$ cat src/rtl/l2_port_arbiter.sv
// Round-robin arbiter sharing the single L2 request port among NUM_REQ L1 controllers.
// One transaction is locked per grant; the L2 acknowledgement is routed back to its owner only.
module l2_port_arbiter #(
  parameter int unsigned NUM_REQ       = 4,
  parameter int unsigned ADDRESS_WIDTH = 32,
  parameter int unsigned DATA_WIDTH    = 32,
  parameter int unsigned LINE_WIDTH    = 128
) (
  input  logic                             clk,
  input  logic                             reset,
  input  logic [NUM_REQ-1:0]               req_read,
  input  logic [NUM_REQ-1:0]               req_write,
  input  logic [NUM_REQ-1:0]               req_wb,
  input  logic [NUM_REQ*ADDRESS_WIDTH-1:0] req_addr,
  input  logic [NUM_REQ*DATA_WIDTH-1:0]    req_wdata,
  input  logic [NUM_REQ*LINE_WIDTH-1:0]    req_wbdata,
  output logic [NUM_REQ-1:0]               ack_ready,
  output logic [NUM_REQ-1:0]               ack_write,
  output logic [NUM_REQ-1:0]               ack_wb,
  output logic [LINE_WIDTH-1:0]            fill_data,
  output logic [ADDRESS_WIDTH-1:0]         l2_addr,
  output logic                             l2_read_req,
  output logic                             l2_write_req,
  output logic                             l2_wb_req,
  output logic [DATA_WIDTH-1:0]            l2_wdata,
  output logic [LINE_WIDTH-1:0]            l2_wbdata,
  input  logic                             l2_ready,
  input  logic                             l2_write_verified,
  input  logic                             l2_wb_verified,
  input  logic [LINE_WIDTH-1:0]            l2_fill_data,
  output logic                             gnt_valid,
  output logic [1:0]                       gnt_id
);

  typedef enum logic [1:0] {StIdle, StBusy, StRelease} state_e;

  state_e                   state_q, state_d;
  logic [1:0]               rr_ptr_q, rr_ptr_d;
  logic [1:0]               gnt_id_q, gnt_id_d;
  logic [ADDRESS_WIDTH-1:0] addr_q, addr_d;
  logic [DATA_WIDTH-1:0]    wdata_q, wdata_d;
  logic [LINE_WIDTH-1:0]    wbdata_q, wbdata_d;
  logic                     rd_q, rd_d;
  logic                     wr_q, wr_d;
  logic                     wb_q, wb_d;

  logic [3:0] rd4, wr4, wb4, pend4;
  logic       win_found;
  logic [1:0] win_id;
  logic       ack_hit;
  logic [3:0] ack_onehot;

  // Request vectors widened to four lanes so a 2-bit index is always in range.
  always_comb begin : p_arb
    logic [1:0] idx;
    rd4       = '0;
    wr4       = '0;
    wb4       = '0;
    rd4[NUM_REQ-1:0] = req_read;
    wr4[NUM_REQ-1:0] = req_write;
    wb4[NUM_REQ-1:0] = req_wb;
    pend4     = rd4 | wr4 | wb4;
    win_found = 1'b0;
    win_id    = '0;
    idx       = '0;
    for (int unsigned k = 0; k < NUM_REQ; k++) begin
      idx = 2'((32'(rr_ptr_q) + k) % NUM_REQ);
      if (!win_found && pend4[idx]) begin
        win_found = 1'b1;
        win_id    = idx;
      end
    end
  end

  assign ack_hit = (rd_q & l2_ready) | (wr_q & l2_write_verified) | (wb_q & l2_wb_verified);

  always_comb begin
    state_d  = state_q;
    rr_ptr_d = rr_ptr_q;
    gnt_id_d = gnt_id_q;
    addr_d   = addr_q;
    wdata_d  = wdata_q;
    wbdata_d = wbdata_q;
    rd_d     = rd_q;
    wr_d     = wr_q;
    wb_d     = wb_q;
    unique case (state_q)
      StIdle: begin
        if (win_found) begin
          state_d  = StBusy;
          gnt_id_d = win_id;
          addr_d   = req_addr[32'(win_id)*ADDRESS_WIDTH +: ADDRESS_WIDTH];
          wdata_d  = req_wdata[32'(win_id)*DATA_WIDTH +: DATA_WIDTH];
          wbdata_d = req_wbdata[32'(win_id)*LINE_WIDTH +: LINE_WIDTH];
          // Only the highest-priority type is taken; a second type waits a full rotation.
          if (wb4[win_id]) begin
            wb_d = 1'b1;
          end else if (wr4[win_id]) begin
            wr_d = 1'b1;
          end else begin
            rd_d = 1'b1;
          end
        end
      end
      StBusy: begin
        if (ack_hit) begin
          state_d  = StRelease;
          rd_d     = 1'b0;
          wr_d     = 1'b0;
          wb_d     = 1'b0;
          rr_ptr_d = 2'((32'(gnt_id_q) + 32'd1) % NUM_REQ);
        end
      end
      StRelease: state_d = StIdle;
      default:   state_d = StIdle;
    endcase
  end

  always_ff @(posedge clk or posedge reset) begin
    if (reset) begin
      state_q  <= StIdle;
      rr_ptr_q <= '0;
      gnt_id_q <= '0;
      addr_q   <= '0;
      wdata_q  <= '0;
      wbdata_q <= '0;
      rd_q     <= 1'b0;
      wr_q     <= 1'b0;
      wb_q     <= 1'b0;
    end else begin
      state_q  <= state_d;
      rr_ptr_q <= rr_ptr_d;
      gnt_id_q <= gnt_id_d;
      addr_q   <= addr_d;
      wdata_q  <= wdata_d;
      wbdata_q <= wbdata_d;
      rd_q     <= rd_d;
      wr_q     <= wr_d;
      wb_q     <= wb_d;
    end
  end

  always_comb begin
    ack_onehot = 4'b0001 << gnt_id_q;
    ack_ready  = '0;
    ack_write  = '0;
    ack_wb     = '0;
    if (state_q == StBusy) begin
      if (rd_q && l2_ready)          ack_ready = ack_onehot[NUM_REQ-1:0];
      if (wr_q && l2_write_verified) ack_write = ack_onehot[NUM_REQ-1:0];
      if (wb_q && l2_wb_verified)    ack_wb    = ack_onehot[NUM_REQ-1:0];
    end
  end

  assign fill_data    = l2_fill_data;
  assign l2_addr      = addr_q;
  assign l2_wdata     = wdata_q;
  assign l2_wbdata    = wbdata_q;
  assign l2_read_req  = rd_q;
  assign l2_write_req = wr_q;
  assign l2_wb_req    = wb_q;
  assign gnt_valid    = (state_q == StBusy);
  assign gnt_id       = gnt_id_q;

endmodule

$ cat config.mk
export PLATFORM = sky130hd
export DESIGN_NAME = l2_port_arbiter
export DESIGN_NICKNAME = d
export VERILOG_FILES = /design/src/rtl/l2_port_arbiter.sv
export SDC_FILE = /design/constraint.sdc
export NUM_CORES = 1
export LEC_CHECK = 0
export ABC_AREA = 0
export CORE_AREA = 5 5 490 492
export DETAILED_ROUTE_END_ITERATION = 16
export DIE_AREA = 0 0 495 497
export GPL_ROUTABILITY_DRIVEN = 0
export PLACE_DENSITY = 0.3
export SLEW_MARGIN = 20
export SYNTH_ARGS = -nofsm -noshare
export SYNTH_HDL_FRONTEND = slang
export SYNTH_SLANG_ARGS = --single-unit
$ cat constraint.sdc
create_clock -name clk -period 7.1 [get_ports clk]
set_input_delay 1.42 -clock clk [delete_from_list [all_inputs] [get_ports clk]]
set_output_delay 1.42 -clock clk [all_outputs]
set_load 0.05 [all_outputs]
-- Yosys cells after proc, flatten, opt, wreduce, memory -nomap -nowiden
Cells that the tools add are included.
Widths: inputs -> output; s select.
- multiplexer cells: 41
- add/sub/neg operators: 4
- shift-type cells: 4
- equal/unequal tests: 7
- bitwise operators: 7
- $lt $le $gt $ge: 5
- reduce and logical (&&, ||, !) cells: 17
- operators by type and width (cell ; count):
    $shiftx 512x10->128 ; 1
    $shiftx 128x8->32 ; 2
    $mux 4 ; 6
    $mux 1 ; 19
    $lt 2x3->1 const B ; 5
    $bmux 1 s2 ; 6
    $mux 2 ; 6
    $ne 2x2->1 const B ; 5
    $reduce_and 5->1 ; 2
    $or 4x4->4 ; 2
    $logic_and 1x1->1 ; 6
    $pmux 1 s2 ; 3
    $reduce_and 2->1 ; 3
    $add 2x1->2 const B ; 2
    $add 2x2->2 const B ; 2
    $pmux 2 s2 ; 1
    $reduce_and 4->1 ; 1
    $shl 1x2->4 const A ; 1
    $and 1x1->1 ; 3
    $logic_not 1->1 ; 3
    $eq 2x1->1 const B ; 1
    $logic_not 2->1 ; 1
    $ne 2x1->1 const B ; 1
    $or 1x1->1 ; 2
    $reduce_bool 2->1 ; 1
- word-level logic and storage cells: 94
- register bits after elaboration: 201

-- Depth between registers and ports, before layout
Gate-level depths: netlist of the first run.
- depth in word-level cells: 20
- mapped depth: 10

-- Worst setup path after synthesis of the first run
Ideal clock, no wire load.
- kind: input -> output
- start point: input port l2_ready
- end point: output port ack_ready[0]
- path slack: 3611 ps
- cell stages on the path: 3
- arrival time: 2069 ps
- path buffers: 0
- required time: 5680 ps
- path through: nand2_1 > nor2_1 > and2_1
- longest elaborated chain between the ends: 3
- RTL lines (item ; line ; RTL):
    start, declared ; 27 ; input logic l2_ready,
    $logic_and 1x1->1 ; 149 ; if (rd_q && l2_ready) ack_ready = ack_onehot[NUM_REQ-1:0];
    $mux 4 ; 149 ;
    $mux 4 ; 148 ; if (state_q == StBusy) begin
    end, declared ; 17 ; output logic [NUM_REQ-1:0] ack_ready,
Every way passes these cells.

-- Final worst setup path of the first run
- start point: input port l2_write_verified
- end point: output port ack_write[2]
- longest elaborated chain between the ends: 3
- RTL lines (item ; line ; RTL):
    start, declared ; 28 ; input logic l2_write_verified,
    $logic_and 1x1->1 ; 150 ; if (wr_q && l2_write_verified) ack_write = ack_onehot[NUM_REQ-1:0];
    $mux 4 ; 150 ;
    $mux 4 ; 148 ;
    end, declared ; 18 ; output logic [NUM_REQ-1:0] ack_write,
Every way passes these cells.

==> results of run 1 <==
==> layer usage <==
| metal | vias up | GRT usage | part of all wire |
|---|---|---|---|
| met2 | 841 | 0.201 | 0.50 |
| li1 | 8486 | - | - |
| met4 | 34 | 0.0366 | 0.035 |
| met5 | - | 0 | 0.0016 |
| met1 | 8841 | 0.121 | 0.38 |
| met3 | 284 | 0.0377 | 0.082 |
==> layout make-up <==
class,instances,area share
antenna,10,0.000850
timing repair buffer,1037,0.356
tap,3150,0.134
inverter,7,0.00115
clock inverter,8,0.00255
multi-input combinational,1606,0.298
clock buffer,57,0.0371
sequential,201,0.171
==> worst min-delay path: cells and delay by family, from the launching register on <==
family | cells | cell delay, ps
flip-flops | 1 | 340
AO/OA/AOI/OAI | 1 | 50
AND/OR/NAND/NOR | 1 | 50
==> cells in the mapped netlist, drive strengths merged <==
cell	instances	area, um^2
o21ai	6	33.8
nor2	5	18.8
clkbuf	117	439
inv	7	26.3
a21o	1	7.51
a311o	1	10.0
nand2b	1	6.26
nand2	973	3650
o21a	2	15.0
a2bb2oi	1	15.0
o211ai	3	22.5
buf	183	1360
mux2i	1	10.0
and3	384	2400
a211oi	5	47.5
or3	2	17.5
ha	4	50.1
nor3	4	25.0
nand3	1	5.00
a21oi	2	10.0
o31ai	194	2290
and2	14	87.6
dfrtp	201	5030
nor4	1	6.26
a211o	1	8.76
==> logic make-up after synthesis <==
logic type	after synthesis	share of synthesized area
buffers and inverters	307	0.117
and+or+nand+nor	1385	0.399
adders and majority gates	4	0.00321
muxes	1	0.000642
AOI/OAI and AO/OA	216	0.158
DFF	201	0.323
==> power breakdown <==
part	leakage (uW)	internal, uW	switching, uW	total [uW]
Clock	0.000573	1090	793	1880
Combinational	0.00897	3050	5880	8930
Sequential	0.00244	1760	422	2180
==> stage by stage <==
stage                     utilization  cell area [um^2]  power (uW)  hold slack, ps
final                           0.125             29400       13000             473
after global routing            0.125             29400       13900             496
after CTS                       0.125             29400       13500             478
after detailed placement        0.120             28300       11400             465
after global placement          0.120             28300       11400             463
after floorplan                     -             15600        7850             495
==> worst paths after layout <==
| path | start | endpoint | slack [ps] | cells after the start |
|---|---|---|---|---|
| worst max-delay path | l2_write_verified | ack_write[2] | 1920 | 5 |
| worst min-delay path | l2_addr[24]$_DFFE_PP0P_ | l2_addr[24]$_DFFE_PP0P_ | 470 | 2 |
| worst max register to register | rr_ptr_q[1]$_DFFE_PP0P_ | l2_wbdata[111]$_DFFE_PP0P_ | 3990 | 6 |
| worst min register to register | l2_addr[24]$_DFFE_PP0P_ | l2_addr[24]$_DFFE_PP0P_ | 470 | 2 |
| max in group asynchronous | reset | l2_wbdata[107]$_DFFE_PP0P_ | 4760 | 3 |
| min in group asynchronous | reset | l2_wbdata[19]$_DFFE_PP0P_ | 1230 | 2 |
==> state kept, by name (all words and copies together) (netlist names) <==
name / cells
gnt_id: 2
l2_addr: 32
l2_read_req: 1
l2_wb_req: 1
l2_wbdata: 128
l2_wdata: 32
l2_write_req: 1
rr_ptr_q: 2
state_q: 2
==> results.cfg, run 1 <==
[drt]
ant_nets = 0
vias = 18486
first_iter_violations = 828
drt_drc_violations_left = 0
wl_per_cell_um = 23.6
drt_pre_antenna_iters = 5
viasPerCell = 3.04
drt_wl_total_um = 143000

[clocking]
post_cts_buffers = 0
cts-resized-gates = 0
clk_latency_ps = 600
clockBufferDepth = 3
cts_buffers = 37
cts_hold_buf = 0
path_clk_slew_ps = 60
cts_tree = done
cts_root_buf = clkbuf_16
cts_max_level = 2
clkSinkCount = 201

[synthesis]
synth.avg_cell_area_um2 = 7.37
synth_warnings = 0
netlist_area_um2 = 15600
synth_seq_area_share = 0.323
ys_ff_latch = 201
synthCells = 2114
yosysUniqueCellTypes = 36
syn-num-nets = 3031

[floorplanning]
dieArea_um2 = 246000
num_rows = 178
die_h_um = 497
io_pins = 1251
core_um2 = 235000
die_w_um = 495
start_util = 0.0664

[layout]
instances_no_fill = 6076
nets = 3807
fill_cells = 27371
layout_commonest_cell = clkdlybuf4s50_1
multi_input_area_um2 = 8780
syn_to_final_growth_pct = 88.9
mostFrequentLayoutCells = clkdlybuf4s50_1 (993), nand2_1 (973), and3_1 (384)
ff_latch_area_um2 = 5030
drive_above_1_share = 0.0943

[setup_path]
crit_arrival_ps = 3760
criticalPathCategory = in2out
crit_path_max_fanout = 4
endpoint_kind = output pin
crit_top_cell = clkdlybuf4s50_1
path_delay_family = buffers and inverters
cp.required_ps = 5680
slowest_delay_ps = 810
cp-start-kind = input pin
crit_slowest_cell = clkdlybuf4s50_1
path_cells = clkdlybuf4s50_1, nand2_1, nor2_1, and2_1, clkdlybuf4s50_1
crit_buf_inv = 2

[sta]
finClkSkew_ps = 16.1
fmax_mhz = 193
min_period_ps = 5180
slew_headroom = 0.381
rsz0062_at_grt = false
slew_viol_final = 0
setup_viol = 0
post-route-period-util = 0.730
tightestPinTransition_ps = 926
finalWorstSetupSlack_ps = 1920
hold_violations = 0
final.setup.tns_ps = 0

[global_route]
grt_pass1_vias = 20011
grt_pass1_wl_um = 188000
grt_usage = 0.111
grt-ovfl-total = 0
grt_max_degree = 110
antenna_found_initial = 68

[placed_design]
io_buffers = 994
dp_cells = 6001
dp_hpwl_um = 117000
dp_slack_ps = 1900

[outcome]
status = completed

[power_and_ir_drop]
powerDensity_nw_per_um2 = 441
leakage_uw = 0.0120
vdd_drop_max_v = 0.000205

[flow_run]
maxCapViolCount = 0

[hold_path]
hold_path.class = reg2reg
Power figures use the tool's default switching activity.
==> inputs of run 2 (changes only) <==
--- a/config.mk
+++ b/config.mk
@@ -6,9 +6,9 @@
 export NUM_CORES = 1
 export LEC_CHECK = 0
 export ABC_AREA = 0
-export CORE_AREA = 5 5 490 492
+export CORE_AREA = 5 5 482 484
 export DETAILED_ROUTE_END_ITERATION = 16
-export DIE_AREA = 0 0 495 497
+export DIE_AREA = 0 0 487 489
 export GPL_ROUTABILITY_DRIVEN = 0
 export PLACE_DENSITY = 0.3
 export SLEW_MARGIN = 20
==> constraint.sdc (replaced) <==
create_clock -name clk -period 4.8 [get_ports clk]
set_input_delay 0.96 -clock clk [delete_from_list [all_inputs] [get_ports clk]]
set_output_delay 0.96 -clock clk [all_outputs]
set_load 0.05 [all_outputs]
==> run 2 against run 1 <==
Against the previous run: power increased by 50%; count of clock-buffer cells in the layout decreased by 4; wire length increased by 1.4%; critical path depth unchanged; utilization increased by 0.50 points; die area decreased by 3.2%; sequential power increased by 46%; largest cell class unchanged; highest routed layer unchanged.
==> results.cfg, run 2 (synthesis results as in run 1) <==
[global_route]
grt-ovfl-total = 0
grt_max_degree = 101
antenna_found_initial = 62
grt_pass1_wl_um = 189000
grt_usage = 0.116
grt_pass1_vias = 19828

[setup_path]
crit_slowest_cell = clkdlybuf4s50_1
crit_path_max_fanout = 4
path_cells = clkdlybuf4s50_1, nand2_1, nor2_1, and2_1, clkdlybuf4s50_1
slowest_delay_ps = 810
crit_buf_inv = 2
cp.required_ps = 3840
path_delay_family = buffers and inverters
crit_top_cell = clkdlybuf4s50_1
criticalPathCategory = in2out
crit_arrival_ps = 3070
endpoint_kind = output pin
cp-start-kind = input pin

[floorplanning]
num_rows = 175
dieArea_um2 = 238000
start_util = 0.0687
die_w_um = 487
die_h_um = 489
io_pins = 1251
core_um2 = 227000

[layout]
mostFrequentLayoutCells = clkdlybuf4s50_1 (994), nand2_1 (973), and3_1 (384)
nets = 3833
largest_reg_flops = 128
syn_to_final_growth_pct = 89.8
layout_commonest_cell = clkdlybuf4s50_1
final_area_um2 = 29600
drive_above_1_share = 0.103
fin_util = 0.130

[drt]
wl_per_cell_um = 24.4
vias = 18419
drt_wl_total_um = 145000
first_iter_violations = 767
drt_drc_violations_left = 0
ant_nets = 0
viasPerCell = 3.09
drt_pre_antenna_iters = 5

[clocking]
clockBufferDepth = 3
cts-resized-gates = 0
cts_hold_buf = 0
clkSinkCount = 201
post_cts_buffers = 0
path_clk_slew_ps = 50
cts_tree = done
cts_buffers = 36
clk_latency_ps = 600
cts_root_buf = clkbuf_16
cts_max_level = 2

[power_and_ir_drop]
powerDensity_nw_per_um2 = 657
leakage_uw = 0.0122
vdd_drop_max_v = 0.000398
finalPower_uw = 19400

[sta]
fmax_mhz = 248
min_period_ps = 4030
slew_headroom = 0.422
post-route-period-util = 0.840
rsz0062_at_grt = false
slew_viol_final = 0
hold_violations = 0
final.setup.tns_ps = 0
tightestPinTransition_ps = 865
setup_viol = 0
finClkSkew_ps = 23.5

[placed_design]
dp_hpwl_um = 121000
io_buffers = 994
placed_cell_area_um2 = 28400

[outcome]
status = completed

[hold_path]
hold_path.class = reg2reg

[flow_run]
maxCapViolCount = 0
## run 2: cell types whose count changed in the layout (fill, tap and decap cells not counted), sizes merged
cell and change:
clkinvlp +2, clkdlybuf4s50 +1, bufinv +1, diode -1
inv -1, clkbuf -4, buf +26, clkinv +1
## run 2: worst reg2reg max path, cell delays in order, from the launching register on
cell and delay [ps]:
dfrtp_1 510, nor2_1 90, a2bb2oi_2 310, o21a_4 410, buf_12 290, buf_12 350
nand2_1 260, and3_1 280, o31ai_2 180
## run 2: area by class of cell
class                      instances  area [um^2]
timing repair buffer            1064        10800
clock inverter                    11          140
sequential                       201         5030
tap                             3009         3760
antenna                            9         22.5
inverter                           7         30.0
clock buffer                      53         1060
fill                           26347       197000
multi-input combinational       1606         8780
## run 2: routing by layer
layer	up-vias	share of wire	GRT usage	routed length (um)
met5	-	0.00095	0	138
met1	8804	0.40	0.134	57900
met4	20	0.032	0.0351	4650
met2	789	0.49	0.206	71700
li1	8533	-	-	-
met3	273	0.075	0.0346	10800
## run 2: stage by stage
step / setup WS (ps) / instances / hold slack, ps
3_5_place_dp: 632 / 5887 / 469
4_1_cts: 754 / 5951 / 480
3_3_place_gp: 672 / 5887 / 462
2_1_floorplan: 1240 / 2114 / 495
5_1_grt: 727 / 5953 / 498
6_report: 768 / 5960 / 478
## run 2: where the power goes
part           internal [uW]  leakage, uW  switching (uW)
clock                   1650     0.000589            1170
combinational           4690      0.00913            8730
sequential              2600      0.00244             594
## run 2: final timing paths
check / from / to / slack [ps] / depth (start not counted)
worst max-delay path: l2_ready / ack_ready[3] / 770 / 5
worst min-delay path: l2_addr[25]$_DFFE_PP0P_ / l2_addr[25]$_DFFE_PP0P_ / 480 / 2
worst max register to register: rr_ptr_q[1]$_DFFE_PP0P_ / l2_wbdata[60]$_DFFE_PP0P_ / 2020 / 8
worst min register to register: l2_addr[25]$_DFFE_PP0P_ / l2_addr[25]$_DFFE_PP0P_ / 480 / 2
max in group asynchronous: reset / l2_wdata[24]$_DFFE_PP0P_ / 2930 / 4
min in group asynchronous: reset / l2_wbdata[20]$_DFFE_PP0P_ / 790 / 2
